**src/rtl/miriscv_irq_ctrl.sv**
```systemverilog
// Interrupt controller for miriscv: edge-captured pending bits, lowest-index
// priority, and a serialised request/ack/return handshake with the trap logic.
module miriscv_irq_ctrl #(
  parameter int unsigned N_IRQ      = 16,
  parameter int unsigned CAUSE_BASE = 16
) (
  input  logic             clk_i,
  input  logic             rst_i,
  input  logic [N_IRQ-1:0] irq_lines_i,
  input  logic [N_IRQ-1:0] irq_en_i,
  input  logic             glob_en_i,
  output logic             irq_o,
  output logic [31:0]      irq_cause_o,
  input  logic             irq_ack_i,
  input  logic             irq_ret_i,
  output logic [N_IRQ-1:0] pending_o
);

  localparam int unsigned IDW = (N_IRQ > 1) ? $clog2(N_IRQ) : 1;

  typedef enum logic [1:0] {
    IDLE    = 2'd0,
    REQ     = 2'd1,
    SERVICE = 2'd2
  } state_t;

  state_t           state_q, state_d;
  logic [IDW-1:0]   id_q, id_d;
  logic [N_IRQ-1:0] prev_q;
  logic [N_IRQ-1:0] pending_q, pending_d;
  logic [N_IRQ-1:0] rise;
  logic [N_IRQ-1:0] eligible;
  logic [N_IRQ-1:0] clr;
  logic [IDW-1:0]   winner;
  logic             any_eligible;
  logic             cur_en;
  logic             irq_q;

  assign rise     = irq_lines_i & ~prev_q;
  assign eligible = pending_q & irq_en_i & {N_IRQ{glob_en_i}};

  // Scan from the top down so the lowest eligible index is the last to write.
  always_comb begin
    winner       = '0;
    any_eligible = 1'b0;
    cur_en       = 1'b0;
    for (int k = N_IRQ - 1; k >= 0; k--) begin
      if (eligible[k]) begin
        winner       = IDW'(k);
        any_eligible = 1'b1;
      end
      if (id_q == IDW'(k)) cur_en = irq_en_i[k];
    end
  end

  always_comb begin
    state_d = state_q;
    id_d    = id_q;
    clr     = '0;
    case (state_q)
      IDLE: begin
        if (any_eligible) begin
          id_d    = winner;
          state_d = REQ;
        end
      end
      REQ: begin
        if (irq_ack_i) begin
          for (int k = 0; k < N_IRQ; k++) clr[k] = (id_q == IDW'(k));
          state_d = SERVICE;
        end else if (!cur_en || !glob_en_i) begin
          state_d = IDLE;
        end
      end
      SERVICE: begin
        if (irq_ret_i) state_d = IDLE;
      end
      default: state_d = IDLE;
    endcase
  end

  // A fresh edge on the line being acknowledged must survive the clear.
  assign pending_d = (pending_q & ~clr) | rise;

  always_ff @(posedge clk_i) begin
    if (rst_i) begin
      state_q   <= IDLE;
      id_q      <= '0;
      prev_q    <= '0;
      pending_q <= '0;
      irq_q     <= 1'b0;
    end else begin
      state_q   <= state_d;
      id_q      <= id_d;
      prev_q    <= irq_lines_i;
      pending_q <= pending_d;
      irq_q     <= (state_d == REQ);
    end
  end

  assign irq_o       = irq_q;
  assign irq_cause_o = {1'b1, 31'(CAUSE_BASE) + 31'(id_q)};
  assign pending_o   = pending_q;

endmodule

```
**config.mk**
```make
export PLATFORM = sky130hd
export DESIGN_NAME = miriscv_irq_ctrl
export DESIGN_NICKNAME = d
export VERILOG_FILES = /design/src/rtl/miriscv_irq_ctrl.sv
export SDC_FILE = /design/constraint.sdc
export NUM_CORES = 1
export LEC_CHECK = 0
export CAP_MARGIN = 25
export CORE_MARGIN = 3
export CORE_UTILIZATION = 47
export CTS_BUF_LIST = sky130_fd_sc_hd__clkbuf_4
export DETAILED_ROUTE_END_ITERATION = 8
export GPL_ROUTABILITY_DRIVEN = 0
export PLACE_DENSITY = 0.86
export REMOVE_ABC_BUFFERS = 1
export SYNTH_ARGS = -nofsm -noshare
export SYNTH_HDL_FRONTEND = slang
export SYNTH_SLANG_ARGS = --single-unit
```
**constraint.sdc**
```tcl
create_clock -name clk_i -period 4.7 [get_ports clk_i]
set_input_delay 1.41 -clock clk_i [delete_from_list [all_inputs] [get_ports clk_i]]
set_output_delay 1.41 -clock clk_i [all_outputs]
set_load 0.02 [all_outputs]
```
# After elaboration in Yosys (flattened, before gate mapping)
# Index checks and enable logic that the tools add are counted.
# op_classes
n_bitwise	7
eq_ne	18
addsub	1
mux	55
reduce_logical	6
# op_table
operator	n
16-bit bitwise AND	4
4-bit 2-to-1 mux	16
4-bit == test, second input constant	8
1-bit 2-to-1 mux	32
16-bit 2-to-1 mux	2
16-bit inverter	2
4-bit by 3-bit == test with 1-bit output, second input constant	4
16-bit bitwise OR	1
4-bit by 2-bit == test with 1-bit output, second input constant	2
2-bit 2-to-1 mux	4
5-bit by 4-bit adder with 6-bit output, first input constant	1
2-bit one-hot mux with 3 select lines	1
2-bit by 1-bit == test with 1-bit output, second input constant	2
4-bit by 1-bit == test with 1-bit output, second input constant	1
4-bit zero test	1
2-bit == test, second input constant	1
1-bit zero test	2
2-bit zero test	1
2-bit AND reduction	1
1-bit logical OR	1
# word_totals
wordCells	92
register_bits	39

# Depth between registers and ports, before layout
# depth
depth_word	23
mapped_depth	7

# Worst setup path after synthesis
# Ideal clock, no wire load.
# synth_timing
kind	input port to flip-flop
startpoint	input irq_en_i[5]
endpoint	register id_q[1]
n_path_buf	0
cell_stages	5
path_slack_ps	2245
t_arrival_ps	2323
setup_time_ps	132
required_time_ps	4568
cell_sequence	a22oi_1 > a41oi_1 > o21ai_2 > nand3b_1 > a21oi_1
# synth_between
elab_chain_cells	9
word_cells_on_any_way	15
# synth_rtl
element	line	text
start, declared	10	input logic [N_IRQ-1:0] irq_en_i,
16-bit bitwise AND * (2 in a row)	40	assign eligible = pending_q & irq_en_i & {N_IRQ{glob_en_i}};
1-bit 2-to-1 mux (6 in a row)	48	if (eligible[k]) begin
2-bit AND reduction (no source line)	n/a	
end signal, assigned	94	id_q <= id_d;
end, declared	28	logic [IDW-1:0] id_q, id_d;
# Mark *: on every way between the ends. The rest lies on a longest branch, timed or not.
# A chain may end at the register's enable or synchronous reset.

# Worst setup path after layout
# layout_timing
startpoint	register id_q[2]
endpoint	output irq_cause_o[2]
# layout_between
elab_chain_cells	1
# layout_rtl
element	line	text
5-bit by 4-bit adder with 6-bit output	102	assign irq_cause_o = {1'b1, 31'(CAUSE_BASE) + 31'(id_q)};
end, declared	13	output logic [31:0] irq_cause_o,
# No other way between the ends.

==> results.py <==
metrics = {
    "run_status": {
        "run_status": "complete, no violations",
    },
    "sta": {
        "max_freq_ghz": 0.309,
        "tightestPinTransition_ns": 0.639,
        "fin_worst_skew_ns": 0.00795,
        "totalNegativeSetupSlack_ns": 0,
        "final_period_minus_worst_setup_slack_ns": 3.24,
        "hold_slack_ns": 0.488,
        "timing_hold_violations_final": 0,
        "setup_violations": 0,
        "final_period_util_pct": 68.8,
        "drv_slew": 0,
        "setup_repair_after_global_routing_missed_its_margin": "no",
        "max_slew_margin_pct": 57.3,
    },
    "synth": {
        "synthXorXnorAreaFrac_pct": 0,
        "synth_area_per_cell_um2": 8.49,
        "syn-cell-area_um2": 2000,
        "synth_top_family_by_area": "compound AO/OA/AOI/OAI gates",
        "post-synth-top-count-cell": "sky130_fd_sc_hd__dfxtp_1",
        "ys_warn_count": 0,
        "ys_seq_area_share_pct": 39.0,
        "synth-main-ff-cell": "sky130_fd_sc_hd__dfxtp_1",
        "synth_top_cells_by_area": "sky130_fd_sc_hd__dfxtp_1 (39%), sky130_fd_sc_hd__buf_4 (10%), sky130_fd_sc_hd__nand2b_1 (6.2%)",
        "synth_edf_count": 0,
        "synth_fa_ha_area_share_pct": 0,
        "yosys.area_share.simple_pct": 20.7,
        "synth_compound_gate_area_share_pct": 23.8,
        "ys_top_cells_by_count": "sky130_fd_sc_hd__dfxtp_1 (39), sky130_fd_sc_hd__buf_4 (28), sky130_fd_sc_hd__a21oi_1 (24), sky130_fd_sc_hd__nand2b_1 (20), sky130_fd_sc_hd__o21ai_0 (17)",
        "async_reset_ff_share_pct": 0,
        "total_of_flip_flops_plus_latches_after_synthesis": 39,
        "synthDominantAreaCellType": "sky130_fd_sc_hd__dfxtp_1",
        "synth.area.mux_share_pct": 3.12,
        "synth_largest_type_area_fraction_pct": 39.0,
        "syn-instance-count": 236,
        "synth_cell_types": 36,
    },
    "setup_path": {
        "worst_setup_end_kind": "output pin",
        "start_kind": "flip-flop",
        "r2r-end": "irq_o",
        "r2r_slack_ns": 2.72,
        "worstPathMaxFanout": 19,
        "path_buf_inv": 1,
        "cp_data_arrival_time_ns": 1.83,
        "reg2reg_from": "id_q[0]",
        "path_class": "reg2out",
        "crit_family": "flip-flops",
        "slowest_delay_ns": 0.75,
        "cp_cell_sequence": "clkdlybuf4s50_1",
        "worst-r2r-cell-count": 5,
        "worst_ep_required_time_ns": 3.29,
        "cp_slowest_cell": "sky130_fd_sc_hd__dfxtp_1",
        "worstSetupStartpoint": "id_q[2]",
    },
    "floorplanning": {
        "fp.dieH_um": 71.3,
        "fp.dieW_um": 71.3,
        "die_area_um2": 5080,
        "floorplan.core_area_um2": 4060,
        "std_cell_rows": 23,
        "design.portCount": 86,
        "floorplan.initialDensity_pct": 49.4,
    },
    "worst_hold_path": {
        "worst_hold_startpoint": "prev_q[1]",
        "min_path_type": "reg2reg",
        "min_to": "pending_o[1]",
        "hold-path-cell-count": 2,
    },
    "clocking": {
        "clock_tree_buf_depth": 2,
        "cts_hold_buffers": 0,
        "cts_buffers": 5,
        "cts.clk_slew.worst_paths_ns": 0.12,
        "tritoncts_clock_tree": "yes",
        "htree_levels": 2,
        "postCtsResizedCells": 0,
        "clock_tree.root_cell": "sky130_fd_sc_hd__clkbuf_4",
        "post_cts_repair_setup_buffers": 0,
        "clk-insertion-delay-late_ns": 0.35,
        "clock_tree_sinks": 39,
    },
    "grt": {
        "grt_antenna_before_repair": 0,
        "grt_use_total_pct": 19.7,
        "first_global_vias": 1692,
        "grt_max_degree": 25,
        "grt_first_pass_wirelength_mm": 8.05,
        "global_route.overflow_total": 0,
    },
    "cells_and_area": {
        "layout-drive-gt1-share_pct": 3.78,
        "num_antenna_cells": 0,
        "nets": 327,
        "area_delta_synth_final_pct": 26.7,
        "nFillCells": 368,
    },
    "power": {
        "power_per_cell_area_nw_per_um2": 299,
        "worst_ir_drop_vdd_uv": 177,
        "power.total_mw": 0.760,
        "power.static_leakage_nw": 0.942,
    },
    "drt": {
        "detailed_route_iter0_violations": 216,
        "first_pass_iters": 4,
        "detail_route.vias_per_cell": 5.43,
        "drt_wl_total_mm": 4.94,
        "ant_nets": 0,
        "wl_per_cell_um": 14.5,
        "post-route-drc-count": 0,
        "detailroute.via_count": 1851,
    },
    "run": {
        "maxCapViolations": 0,
    },
    "placed_design": {
        "hpwl_mm": 3.74,
        "placement.io_buffers": 57,
    },
}
## layer usage
| layer | vias up | part of all wire (%) | global-route usage [%] |
|---|---|---|---|
| met5 | - | 0 | 0 |
| met4 | 0 | 1.2 | 5.22 |
| met3 | 7 | 10 | 7.71 |
| met2 | 98 | 46 | 30.9 |
| met1 | 851 | 42 | 25.2 |
| li1 | 895 | - | - |
## worst register-to-register path, stage by stage, from the launching register on
cell and delay [ns]:
sky130_fd_sc_hd__dfxtp_1 0.72, sky130_fd_sc_hd__mux4_2 0.57, sky130_fd_sc_hd__nand2b_1 0.15, sky130_fd_sc_hd__o311ai_1 0.12
sky130_fd_sc_hd__o22ai_1 0.14, sky130_fd_sc_hd__o2bb2ai_1 0.15
## power breakdown
group / internal (mW) / leakage [nW] / switching, mW
clock: 0.0548 / 0.0263 / 0.111
sequential: 0.355 / 0.324 / 0.0307
combinational: 0.0974 / 0.592 / 0.111
## registers in the layout, summed over array words and instances (netlist names)
name / flops
id_q: 4
pending_o: 16
state_q: 2
prev_q: 16
irq_o: 1
## placed cells by master, fill, tap and decap left out, types with 5 or more instances in the layout
| cell type | n |
|---|---|
| sky130_fd_sc_hd__nand3_1 | 6 |
| sky130_fd_sc_hd__dfxtp_1 | 39 |
| sky130_fd_sc_hd__a21oi_1 | 24 |
| sky130_fd_sc_hd__clkbuf_4 | 5 |
| sky130_fd_sc_hd__conb_1 | 28 |
| sky130_fd_sc_hd__a22oi_1 | 10 |
| sky130_fd_sc_hd__nor2b_1 | 16 |
| sky130_fd_sc_hd__nor2_1 | 8 |
| sky130_fd_sc_hd__nand2b_1 | 20 |
| sky130_fd_sc_hd__nand3b_1 | 5 |
| sky130_fd_sc_hd__clkdlybuf4s50_1 | 57 |
| sky130_fd_sc_hd__nand2_1 | 15 |
| sky130_fd_sc_hd__o21ai_0 | 17 |
## area by class of cell
class                   count  area [um^2]  share of cell area (%)
clock buffers               5         37.5                    1.48
well taps                  50         62.6                    2.46
repair buffers             58          578                    22.8
multi-input cells         184         1060                    41.7
inverters                   2         7.51                   0.296
flip-flops and latches     39          781                    30.7
clock inverters             3         15.0                   0.591
## worst max path at each step
stage | to | cells after the start
finish | irq_cause_o[2] | 1
global route | irq_cause_o[2] | 1
CTS | irq_cause_o[2] | 1
detailed placement | id_q[1] | 6
global placement | id_q[1] | 6
floorplan | irq_o | 5
## kinds of logic after synthesis
logic type / count (synthesis)
muxes: 5
AOI/OAI and AO/OA: 75
buffers and inverters: 39
DFF: 39
and+or+nand+nor: 76
other: 2
## through the flow
step           instance area, um^2  instances  util [%]  setup slack, ns
2_1_floorplan                 1850        225         -             2.24
3_3_place_gp                  2490        333      61.3             1.65
3_5_place_dp                  2490        333      61.3             1.59
4_1_cts                       2540        341      62.6             1.48
5_1_grt                       2540        341      62.6             1.40
6_report                      2540        341      62.6             1.46
Note: power is estimated with default switching activity, not from simulation.
